==> src/rtl/bp_pkg.sv <==
// ----------------------------------------------------------------------------
// bp_pkg
//   Shared helpers for the branch target predictor:
//     - clog2()          : index width derived from table depth
//     - ctr_reset_val()  : PHT counter reset value (weakly not-taken, 2^(w-1)-1)
//     - ctr_max_val()    : PHT counter saturation ceiling (2^w-1)
//   The BTB entry struct is declared inside the top module because its tag and
//   target widths follow the top-level parameters.
// ----------------------------------------------------------------------------
package bp_pkg;

  function automatic int clog2(input int value);
    int r;
    r = 0;
    for (int i = 0; i < 31; i++) begin
      if ((1 << i) < value) r = i + 1;
    end
    return r;
  endfunction

  function automatic int ctr_reset_val(input int width);
    return (1 << (width - 1)) - 1;
  endfunction

  function automatic int ctr_max_val(input int width);
    return (1 << width) - 1;
  endfunction

endpackage

==> src/rtl/branch_target_predictor_if.sv <==
// ----------------------------------------------------------------------------
// branch_target_predictor_if
//   Bundles the fetch lookup, decode training and debug counter signals.
//   slave  : the predictor (consumes fetch/update, produces predictions)
//   master : the fetch/decode side
//   Lookup : fetch_pc -> pred_taken, pred_hit, pred_target, pred_hist
//   Update : upd_valid, upd_pc, upd_taken, upd_target, upd_pred, upd_hist
//   Debug  : mispred_cnt
// ----------------------------------------------------------------------------
interface branch_target_predictor_if #(
  parameter int PC_W   = 8,
  parameter int HIST_W = 4,
  parameter int CNT_W  = 16
);
  logic [PC_W-1:0]   fetch_pc;
  logic              pred_taken;
  logic [PC_W-1:0]   pred_target;
  logic              pred_hit;
  logic [HIST_W-1:0] pred_hist;
  logic              upd_valid;
  logic [PC_W-1:0]   upd_pc;
  logic              upd_taken;
  logic [PC_W-1:0]   upd_target;
  logic              upd_pred;
  logic [HIST_W-1:0] upd_hist;
  logic [CNT_W-1:0]  mispred_cnt;

  modport slave (
    input  fetch_pc, upd_valid, upd_pc, upd_taken, upd_target, upd_pred, upd_hist,
    output pred_taken, pred_target, pred_hit, pred_hist, mispred_cnt
  );

  modport master (
    output fetch_pc, upd_valid, upd_pc, upd_taken, upd_target, upd_pred, upd_hist,
    input  pred_taken, pred_target, pred_hit, pred_hist, mispred_cnt
  );
endinterface

==> src/rtl/bp_sat_counter.sv <==
// ----------------------------------------------------------------------------
// bp_sat_counter
//   Up/down counter that saturates at 0 and at all-ones (never wraps).
//   Used for each PHT entry and for the mispredict counter.
//   clk     : clock, rising edge
//   rst     : asynchronous reset, active-low, loads RST_VAL
//   inc_i   : count up this edge
//   dec_i   : count down this edge (inc_i and dec_i together hold)
//   cnt_o   : current count
// ----------------------------------------------------------------------------
module bp_sat_counter
  import bp_pkg::*;
#(
  parameter int W       = 2,
  parameter int RST_VAL = ctr_reset_val(W)
) (
  input  logic         clk,
  input  logic         rst,
  input  logic         inc_i,
  input  logic         dec_i,
  output logic [W-1:0] cnt_o
);

  logic [W-1:0] cnt_q, cnt_d;

  always_comb begin
    cnt_d = cnt_q;
    if (inc_i && !dec_i && (cnt_q != '1)) begin
      cnt_d = cnt_q + 1'b1;
    end else if (dec_i && !inc_i && (cnt_q != '0)) begin
      cnt_d = cnt_q - 1'b1;
    end
  end

  always_ff @(posedge clk or negedge rst) begin
    if (!rst) cnt_q <= W'(RST_VAL);
    else      cnt_q <= cnt_d;
  end

  assign cnt_o = cnt_q;

endmodule

==> src/rtl/branch_target_predictor.sv <==
// ----------------------------------------------------------------------------
// branch_target_predictor
//   Fetch-stage predictor: PHT of saturating counters for direction plus a
//   tagged BTB for the target. Lookup is combinational on fetch_pc; training
//   from decode is applied on the rising edge when upd_valid && en.
//   clk  : clock, rising edge
//   rst  : asynchronous reset, active-low (clears BTB, PHT to weakly
//          not-taken, GHR, mispredict count)
//   en   : pipeline enable; 0 freezes all state, lookup stays valid
//   bus  : branch_target_predictor_if.slave (lookup, update, mispred_cnt)
//   Optional: define BTP_GSHARE_EN to index the PHT with pc XOR global
//   history; otherwise the PHT is indexed by pc alone and pred_hist is 0.
// ----------------------------------------------------------------------------
module branch_target_predictor
  import bp_pkg::*;
#(
  parameter int PC_W    = 8,
  parameter int ENTRIES = 16,
  parameter int CTR_W   = 2,
  parameter int HIST_W  = 4,
  parameter int CNT_W   = 16
) (
  input  logic clk,
  input  logic rst,
  input  logic en,
  branch_target_predictor_if.slave bus
);

  localparam int IDX_W = clog2(ENTRIES);
  localparam int TAG_W = PC_W - IDX_W;

  typedef struct packed {
    logic             valid;
    logic [TAG_W-1:0] tag;
    logic [PC_W-1:0]  target;
  } btb_entry_t;

  btb_entry_t       btb_q [ENTRIES];
  logic [CTR_W-1:0] pht_cnt [ENTRIES];

  logic             upd_fire;
  logic [IDX_W-1:0] fetch_bidx, upd_bidx;
  logic [IDX_W-1:0] fetch_pidx, upd_pidx;
  logic [TAG_W-1:0] fetch_tag, upd_tag;
  btb_entry_t       lk_entry;

  assign upd_fire   = en && bus.upd_valid;
  assign fetch_bidx = bus.fetch_pc[IDX_W-1:0];
  assign fetch_tag  = bus.fetch_pc[PC_W-1:IDX_W];
  assign upd_bidx   = bus.upd_pc[IDX_W-1:0];
  assign upd_tag    = bus.upd_pc[PC_W-1:IDX_W];

`ifdef BTP_GSHARE_EN
  logic [HIST_W-1:0] ghr_q, ghr_d;

  // History is trained from resolved outcomes only (non-speculative); the
  // truncating cast drops the oldest bit and works for HIST_W == 1 too.
  always_comb begin
    ghr_d = ghr_q;
    if (upd_fire) ghr_d = HIST_W'({ghr_q, bus.upd_taken});
  end

  always_ff @(posedge clk or negedge rst) begin
    if (!rst) ghr_q <= '0;
    else      ghr_q <= ghr_d;
  end

  // Update uses the history that was live at lookup time, carried back by decode.
  assign fetch_pidx    = fetch_bidx ^ IDX_W'(ghr_q);
  assign upd_pidx      = upd_bidx ^ IDX_W'(bus.upd_hist);
  assign bus.pred_hist = ghr_q;
`else
  logic unused_upd_hist;
  assign unused_upd_hist = ^bus.upd_hist;
  assign fetch_pidx      = fetch_bidx;
  assign upd_pidx        = upd_bidx;
  assign bus.pred_hist   = '0;
`endif

  // BTB: only taken branches allocate; a taken update replaces any alias.
  always_ff @(posedge clk or negedge rst) begin
    if (!rst) begin
      for (int i = 0; i < ENTRIES; i++) btb_q[i] <= '0;
    end else if (upd_fire && bus.upd_taken) begin
      btb_q[upd_bidx] <= '{valid: 1'b1, tag: upd_tag, target: bus.upd_target};
    end
  end

  // PHT: one saturating counter per entry, selected by the update index.
  for (genvar gi = 0; gi < ENTRIES; gi++) begin : g_pht
    logic sel;
    assign sel = upd_fire && (upd_pidx == IDX_W'(gi));

    bp_sat_counter #(
      .W       (CTR_W),
      .RST_VAL (ctr_reset_val(CTR_W))
    ) u_ctr (
      .clk   (clk),
      .rst   (rst),
      .inc_i (sel && bus.upd_taken),
      .dec_i (sel && !bus.upd_taken),
      .cnt_o (pht_cnt[gi])
    );
  end

  // Lookup reads registered state only, so a same-cycle update is not bypassed.
  assign lk_entry        = btb_q[fetch_bidx];
  assign bus.pred_hit    = lk_entry.valid && (lk_entry.tag == fetch_tag);
  assign bus.pred_target = bus.pred_hit ? lk_entry.target : '0;
  assign bus.pred_taken  = bus.pred_hit && pht_cnt[fetch_pidx][CTR_W-1];

  bp_sat_counter #(
    .W       (CNT_W),
    .RST_VAL (0)
  ) u_mispred (
    .clk   (clk),
    .rst   (rst),
    .inc_i (upd_fire && (bus.upd_pred != bus.upd_taken)),
    .dec_i (1'b0),
    .cnt_o (bus.mispred_cnt)
  );

endmodule
==> src/flat_wrapper.sv <==
// flat-port wrapper written by rule: the top's interface ports become plain ports
module branch_target_predictor_flat import bp_pkg::*;
#(
  parameter int PC_W    = 8,
  parameter int ENTRIES = 16,
  parameter int CTR_W   = 2,
  parameter int HIST_W  = 4,
  parameter int CNT_W   = 16
)
  (clk, rst, en, bus_fetch_pc, bus_upd_valid, bus_upd_pc, bus_upd_taken, bus_upd_target, bus_upd_pred, bus_upd_hist, bus_pred_taken, bus_pred_target, bus_pred_hit, bus_pred_hist, bus_mispred_cnt);
  branch_target_predictor_if #(.PC_W(PC_W), .HIST_W(HIST_W), .CNT_W(CNT_W)) bus_i ();
  input  logic clk;
  input  logic rst;
  input  logic en;
  input wire logic [$bits(bus_i.fetch_pc)-1:0] bus_fetch_pc;
  input wire logic [$bits(bus_i.upd_valid)-1:0] bus_upd_valid;
  input wire logic [$bits(bus_i.upd_pc)-1:0] bus_upd_pc;
  input wire logic [$bits(bus_i.upd_taken)-1:0] bus_upd_taken;
  input wire logic [$bits(bus_i.upd_target)-1:0] bus_upd_target;
  input wire logic [$bits(bus_i.upd_pred)-1:0] bus_upd_pred;
  input wire logic [$bits(bus_i.upd_hist)-1:0] bus_upd_hist;
  output wire logic [$bits(bus_i.pred_taken)-1:0] bus_pred_taken;
  output wire logic [$bits(bus_i.pred_target)-1:0] bus_pred_target;
  output wire logic [$bits(bus_i.pred_hit)-1:0] bus_pred_hit;
  output wire logic [$bits(bus_i.pred_hist)-1:0] bus_pred_hist;
  output wire logic [$bits(bus_i.mispred_cnt)-1:0] bus_mispred_cnt;
  assign bus_i.fetch_pc = bus_fetch_pc;
  assign bus_i.upd_valid = bus_upd_valid;
  assign bus_i.upd_pc = bus_upd_pc;
  assign bus_i.upd_taken = bus_upd_taken;
  assign bus_i.upd_target = bus_upd_target;
  assign bus_i.upd_pred = bus_upd_pred;
  assign bus_i.upd_hist = bus_upd_hist;
  assign bus_pred_taken = bus_i.pred_taken;
  assign bus_pred_target = bus_i.pred_target;
  assign bus_pred_hit = bus_i.pred_hit;
  assign bus_pred_hist = bus_i.pred_hist;
  assign bus_mispred_cnt = bus_i.mispred_cnt;
  branch_target_predictor #(.PC_W(PC_W), .ENTRIES(ENTRIES), .CTR_W(CTR_W), .HIST_W(HIST_W), .CNT_W(CNT_W)) u_core (.clk(clk), .rst(rst), .en(en), .bus(bus_i));
endmodule
==> config.mk <==
export PLATFORM = sky130hd
export DESIGN_NAME = branch_target_predictor_flat
export DESIGN_NICKNAME = d
export VERILOG_FILES = /design/src/rtl/bp_pkg.sv /design/src/rtl/branch_target_predictor_if.sv /design/src/rtl/bp_sat_counter.sv /design/src/rtl/branch_target_predictor.sv /design/src/flat_wrapper.sv
export SDC_FILE = /design/constraint.sdc
export NUM_CORES = 1
export LEC_CHECK = 0
export ABC_AREA = 1
export BUFFER_PORTS_ARGS = -buffer_cell sky130_fd_sc_hd__buf_2
export CAP_MARGIN = 20
export CORE_UTILIZATION = 55
export CTS_CLUSTER_DIAMETER = 50
export DETAILED_ROUTE_END_ITERATION = 12
export PLACE_DENSITY_LB_ADDON = 0.25
export REMOVE_ABC_BUFFERS = 1
export SLEW_MARGIN = 30
export SYNTH_ARGS = -nofsm -noshare
export SYNTH_HDL_FRONTEND = slang
export SYNTH_SLANG_ARGS = --single-unit
==> constraint.sdc <==
create_clock -name clk -period 1.6 [get_ports clk]
set_input_delay 0.08 -clock clk [delete_from_list [all_inputs] [get_ports clk]]
set_output_delay 0.08 -clock clk [all_outputs]
set_load 0.02 [all_outputs]
==> results.tsv, run 1 <==
metric	value	unit
status	finished, violations left	
violations	negative setup slack	
cts.sinks	256	
synth.avg_cell_area	8.096	µm²
seq_area_frac_synth	52.36	%
switching_share	27.53	%
fill_cells	1705	
drv_cap	0	
clk_pin_slew_worst_paths	0.05	ns
worst_ep_required_time	1.52	ns
final_util	68.99	%
floorplan.initialDensity	56.24	%
power.share.clock	41.5	%
crit_path_end_kind	output port	
pwr-share-seq	43.3	%
power_density	1242	mW/mm²
period_share	134.8	%
synth_fa_ha_area_share	0.1019	%
dr.pass1.iters	6	
synth_cell_types	39	
finalWeightedCongestion	0.8620	
max_freq	0.4635	GHz
fp.dieH	151.4	µm
rsz0062_at_grt	true	
drtIter0Drc	877	
synth_top_family_by_area	simple AND/OR/NAND/NOR gates	
first_global_vias	10420	
syn_inst	1516	
clk_path_buf_depth	3	
clk_latency	0.50	ns
path_max_fanout	10	
slew_viol_final	0	
die_w	151.4	µm
p_switching	0.005147	W
ys_ff_latch	256	
wl	33000	µm
std_cell_rows	54	
area.growth.synth_to_final	22.67	%
diodes	0	
wl_per_cell	16.88	µm
cts_tree	done	
yosys_warnings	0	
cts-root-buf	clkbuf_16	
postSynth.topFlopCell	dfrtp_1	
layout_common_cells	nand2_1, dfrtp_1, o21ai_0, inv_1, buf_4	
synth_area	0.01227	mm²
peakVddDrop	0.9202	mV
ant_nets	0	
hold_viol	0	
slew_headroom	53.77	%
final_area	0.01506	mm²
grt_start_max_net_pins	63	
combPwrFrac	15.1	%
layout.cells.most_common	nand2_1	
ios	64	
synth_xor_area_share	1.213	%
grt_pass1_wl	52600	µm
async_flop_share	100.0	%
viasPerCell	5.552	
io_buffers	55	
worst_hold_path_type	input pin to register	
tightest_slew	0.6926	ns
place_area	0.01343	mm²
remaining_drc_errors	0	
internal_power	0.01355	W
grt_overflow_total	0	
dp_hpwl	21080	µm
p_leak	7.144	nW
yosys.area_share.simple	22.44	%
cp-start-kind	register	
worstPathArrival	2.08	ns
post-route-worst-setup-slack	-0.5575	ns
worst_clock_skew	0.005168	ns
drive_above_1_share	19.70	%
vias	10850	
critical_path_class	register to output port	
final_nets	1684	
setup_violations	11	
period_needed	2.158	ns
core_region_area	0.02182	mm²
h-tree-depth	2	
dieArea	0.02292	mm²
grtUsageTotal	29.60	%
report.power.total	0.01870	W
muxShareOfSynthArea	0.08156	%
grt_antenna_before_repair	0	
cts_buffers	35	
synth_compound_area_share	15.74	%
synth_edf_count	0	
[kinds of logic after synthesis]
kind of cell	after synthesis
and+or+nand+nor	663
AOI/OAI and AO/OA	358
DFF	256
buffers and inverters	219
xor gates and xnor gates	17
adders and majority gates	1
other	1
muxes	1
[flip-flops by register name, summed over array words and instances, names as in the netlist]
signal and cells:
u_core.btb_q 208, u_core.g_pht.u_ctr.cnt_o 32, u_core.u_mispred.cnt_o 16
[cell type report]
type	count	area, µm²	area share (%)
sequential	256	6430	42.71
multi-input combinational	1044	5072	33.69
timing repair buffer	187	1548	10.28
clock buffer	49	1031	6.848
inverter	125	479.2	3.183
tap	280	350.3	2.327
clock inverter	14	145.1	0.9640
[through the flow]
stage / TNS (ns) / setup WS (ns) / std cells / hold WS (ns)
3_3_place_gp: -2.108 / -0.2370 / 1872 / -0.008964
6_report: -5.453 / -0.5575 / 1955 / 0.02633
5_1_grt: -7.174 / -0.6939 / 1955 / 0.07383
2_1_floorplan: -2.456 / -0.2348 / 1425 / -0.2156
3_5_place_dp: -2.753 / -0.2407 / 1872 / -0.007333
4_1_cts: -5.387 / -0.5512 / 1949 / 0.01481
[path summary, 6_finish.rpt]
path                                                       start                                    endpoint  slack (ns)  cells past startpoint
setup / recovery                    u_core.btb_q[74]$_DFFE_PN0P_                          bus_pred_target[2]       -0.56                     12
hold / removal                                     bus_upd_valid  u_core.g_pht[4].u_ctr.cnt_o[1]$_DFFE_PN0P_        0.03                      4
setup reg to reg           u_core.u_mispred.cnt_o[1]$_DFFE_PN0P_      u_core.u_mispred.cnt_o[11]$_DFFE_PN0P_       -0.01                      8
hold reg to reg                     u_core.btb_q[90]$_DFFE_PN0P_                u_core.btb_q[90]$_DFFE_PN0P_        0.45                      2
max in group asynchronous                                    rst  u_core.g_pht[3].u_ctr.cnt_o[0]$_DFFE_PN1P_        0.84                      3
min in group asynchronous                                    rst                u_core.btb_q[33]$_DFFE_PN0P_        0.06                      2
[power by group through the flow]
stage	clock network, W	registers, W	logic (W)
after floorplan	0	0.00808	0.00147
after global placement	0	0.00810	0.00251
after detailed placement	0	0.00813	0.00261
after CTS	0.00785	0.00806	0.00270
after global routing	0.00810	0.00820	0.00319
final	0.00777	0.00810	0.00283
[cell usage after synthesis, types with 10 or more instances]
cell type  number  area [µm²]
o21ai_1        37       185.2
dfstp_2        16       420.4
buf_6          10       112.6
buf_2          40       200.2
nand3_1       102       510.5
a32o_1         19       190.2
dfrtp_1       240        6006
inv_1         113       424.2
o21ai_0       227        1136
inv_2          11       41.29
xor2_1         14       122.6
nand2_1       462        1734
nor2_1         60       225.2
clkbuf_1       31       116.4
a21oi_1        54       270.3
[per-layer routing]
metal	global-route usage, %	vias to the layer above	wire length, µm
li1	-	5212	-
met1	39.27	5249	14360
met2	48.45	326	15890
met3	5.000	67	1831
met4	11.50	0	926
met5	0	-	0
[repair_timing]
item | CTS | global route
endpoints found under the hold margin | 271 | 0
gates resized for setup | 35 | 40
pin swaps | 4 | 13
gates cloned | 0 | 0
setup buffers | 3 | 6
endpoints found under the setup margin | 17 | 24
hold buffers | 11 | 0
[worst max-delay path, stage by stage (launching register included)]
cell and delay [ns]:
dfrtp_1 0.32, inv_1 0.05, o21ai_0 0.14, nand2_1 0.06
nand3_1 0.09, nand3_1 0.13, nand2_2 0.10, nor2_1 0.05
nor2_1 0.13, nand3_2 0.11, buf_12 0.16, nor2_2 0.11
buf_6 0.13
No activity file was read; power rests on OpenSTA's default activity.
==> run 2: changes to the inputs <==
Settings changed: CORE_UTILIZATION 55 to 56, SYNTH_HIERARCHICAL from default to 1.
==> run 2 against run 1 <==
The run still ends with negative setup slack left. Register-to-register slack got worse by 0.70 ns. Routed wire length increased by 14%. Via count increased by 21%. Worst hold slack got worse by 0.0036 ns. Core utilization is 2.5 points higher. First-iteration DRC count is 21% higher. Setup slack worse by 0.15 ns. Power increased by 24%.
==> results.tsv, run 2 <==
metric	value	unit	change
status	finished, violations left		unchanged
violations	negative setup slack		unchanged
postSynth.topFlopCell	dfrtp_1		unchanged
clk_latency	0.57	ns	was 0.50 ns
finalWeightedCongestion	0.8837		was 0.8620
max_freq	0.4337	GHz	was 0.4635 GHz
io_buffers	55		unchanged
seq_area_frac_synth	46.47	%	was 52.36%
period_share	144.1	%	was 134.8%
final_area	0.01734	mm²	was 0.01506 mm²
clk_pin_slew_worst_paths	0.06	ns	was 0.05 ns
place_area	0.01539	mm²	was 0.01343 mm²
grt_antenna_before_repair	0		unchanged
synth.avg_cell_area	7.328	µm²	was 8.096 µm²
synth_edf_count	0		unchanged
ys_ff_latch	256		unchanged
worstPathArrival	2.23	ns	was 2.08 ns
drv_cap	0		unchanged
synth.top_cell.area_share	43.43	%	was 48.93%
hold_viol	0		unchanged
p_leak	8.429	nW	was 7.144 nW
dr.pass1.iters	7		was 6
viasPerCell	5.438		was 5.552
synth_compound_area_share	12.64	%	was 15.74%
tightest_slew	0.5737	ns	was 0.6926 ns
cts-root-buf	clkbuf_16		unchanged
tns	-15.89	ns	was -5.453 ns
cp-start-kind	register		unchanged
async_flop_share	100.0	%	unchanged
synth_cell_types	39		unchanged
grt_overflow_total	0		unchanged
grt_pass1_wl	61480	µm	was 52600 µm
muxShareOfSynthArea	0.07239	%	was 0.08156%
first_global_vias	12580		was 10420
drive_above_1_share	20.85	%	was 19.70%
std_cell_rows	57		was 54
largest_register	u_core/btb_q		was u_core.btb_q
ant_nets	0		unchanged
wl	37710	µm	was 33000 µm
synth_xor_area_share	0.5067	%	was 1.213%
layout.cells.most_common	nand2_1		unchanged
worst_clock_skew	0.03713	ns	was 0.005168 ns
layout_common_cells	nand2_1, dfrtp_1, inv_1, o21ai_0, buf_4		was nand2_1, dfrtp_1, o21ai_0, inv_1, buf_4
crit_path_end_kind	output port		unchanged
syn_inst	1887		was 1516
yosys.area_share.simple	28.66	%	was 22.44%
cts_buffers	30		was 35
fp.dieH	159.1	µm	was 151.4 µm
path_max_fanout	6		was 10
slew_headroom	61.71	%	was 53.77%
ios	64		unchanged
synth_largest_area_cell	dfrtp_1		unchanged
cts.sinks	256		unchanged
grtUsageTotal	29.72	%	was 29.60%
yosys_warnings	6		was 0
r2r_start	u_core/u_mispred/cnt_o[2]$_DFFE_PN0P_		was u_core.u_mispred.cnt_o[1]$_DFFE_PN0P_
synth_area	0.01383	mm²	was 0.01227 mm²
fin_cells	2410		was 1955
dieArea	0.02533	mm²	was 0.02292 mm²
critical_path_class	register to output port		unchanged
rsz0062_at_grt	true		unchanged
drtIter0Drc	1061		was 877
remaining_drc_errors	0		unchanged
synth_fa_ha_area_share	1.502	%	was 0.1019%
post-route-worst-setup-slack	-0.7058	ns	was -0.5575 ns
hold-worst-slack	0.02275	ns	was 0.02633 ns
power_density	1339	mW/mm²	was 1242 mW/mm²
worst_hold_path_type	input pin to async pin		was input pin to register
die_w	159.1	µm	was 151.4 µm
grt_start_max_net_pins	62		was 63
final_nets	2113		was 1684
placed_cells	2333		was 1872
yosysMostFrequentCell	nand2_1		unchanged
area.growth.synth_to_final	25.36	%	was 22.67%
floorplan.initialDensity	57.03	%	was 56.24%
core_region_area	0.02425	mm²	was 0.02182 mm²
dp_hpwl	24350	µm	was 21080 µm
slew_viol_final	0		unchanged
synth_top_family_by_area	simple AND/OR/NAND/NOR gates		unchanged
final_util	71.49	%	was 68.99%
h-tree-depth	1		was 2
clk_path_buf_depth	3		unchanged
period_needed	2.306	ns	was 2.158 ns
fill_cells	1872		was 1705
wl_per_cell	15.65	µm	was 16.88 µm
largest_reg_flops	208		unchanged
worst_ep_required_time	1.52	ns	about the same
setup_violations	26		was 11
peakVddDrop	1.419	mV	was 0.9202 mV
diodes	0		unchanged
synth_common_cells	nand2_1, dfrtp_1, inv_1, o21ai_0, nand3_1		was nand2_1, dfrtp_1, o21ai_0, inv_1, nand3_1
yosys-top-cells-area	dfrtp_1, nand2_1, o21ai_0		unchanged
vias	13110		was 10850
critPathLaunch	u_core/btb_q[205]$_DFFE_PN0P_		was u_core.btb_q[74]$_DFFE_PN0P_
cts_tree	done		unchanged
[run 2: cell types whose count changed after synthesis, moves of 8 or more]
cell	previous run	this run
buf_2	40	29
o21ai_1	37	22
xor2_1	14	5
nand2_1	462	661
inv_1	113	227
nor2_1	60	105
ha_1	1	15
o21ai_0	227	212
clkbuf_2	0	8
nand3_1	102	145
[run 2: what timing repair did]
action                                 CTS  global route
endpoints found under the hold margin  302             0
gates resized for setup                 87            84
pin swaps                               21            37
setup endpoints to repair               26            26
setup buffers                            4             5
hold buffers                            13             0
[run 2: kinds of logic after synthesis]
kind of cell	after synthesis
multiplexers	1
flip-flops	256
XOR/XNOR	8
AND/OR/NAND/NOR	955
buffers and inverters	327
adder cells (fa/ha/maj)	16
other	1
AO/OA/AOI/OAI	323
[run 2: per-stage QoR]
| step | power [W] | worst slack, ns |
|---|---|---|
| 2_1_floorplan | 0.01205 | -0.9049 |
| 3_3_place_gp | 0.01434 | -0.8016 |
| 3_5_place_dp | 0.01455 | -0.8147 |
| 4_1_cts | 0.02224 | -0.6862 |
| 5_1_grt | 0.02454 | -0.8403 |
| 6_report | 0.02322 | -0.7058 |
[run 2: layer usage]
layer	vias up	track usage (%)	share of wire, %
li1	6307	-	-
met1	6249	40.63	43
met2	472	49.90	48
met3	77	3.699	6.6
met4	0	8.610	2.4
met5	-	0	0
[run 2: cell type report]
type / count / area [µm²] / share of cell area, %
clock inverter: 14 / 165.2 / 0.9527
timing repair buffer: 225 / 1938 / 11.18
inverter: 241 / 912.1 / 5.262
sequential: 256 / 6426 / 37.07
multi-input combinational: 1309 / 6626 / 38.22
tap: 324 / 405.4 / 2.339
clock buffer: 41 / 862.1 / 4.973
[run 2: path summary, 6_finish.rpt]
kind                                                                    end  slack (ns)  cells past startpoint
worst min-delay path            u_core/g_pht[14].u_ctr/cnt_o[1]$_DFFE_PN0P_        0.02                      2
min in group clk                               u_core/btb_q[61]$_DFFE_PN0P_        0.18                      7
worst min register to register                 u_core/btb_q[25]$_DFFE_PN0P_        0.45                      2
worst max register to register        u_core/u_mispred/cnt_o[9]$_DFFE_PN0P_       -0.71                     16
worst max-delay path                                     bus_pred_target[6]       -0.71                     13
max in group asynchronous        u_core/g_pht[3].u_ctr/cnt_o[0]$_DFFE_PN1P_        0.87                      3
[run 2: power breakdown]
group	internal, W	switching [W]	leakage, nW
sequential	0.00763	0.000548	3.18
combinational	0.00344	0.00469	4.75
clock	0.00411	0.00280	0.501
[run 2: critical path, stage by stage, from the launching register on]
cell	delay, ns
dfrtp_1	0.37
inv_1	0.07
nand2_1	0.06
nand3_1	0.09
nand3_1	0.11
nand3_2	0.10
nand2_1	0.06
nand2_1	0.06
nand2_2	0.06
nor2_2	0.15
nand3_4	0.15
buf_8	0.19
nor2_4	0.10
buf_6	0.12
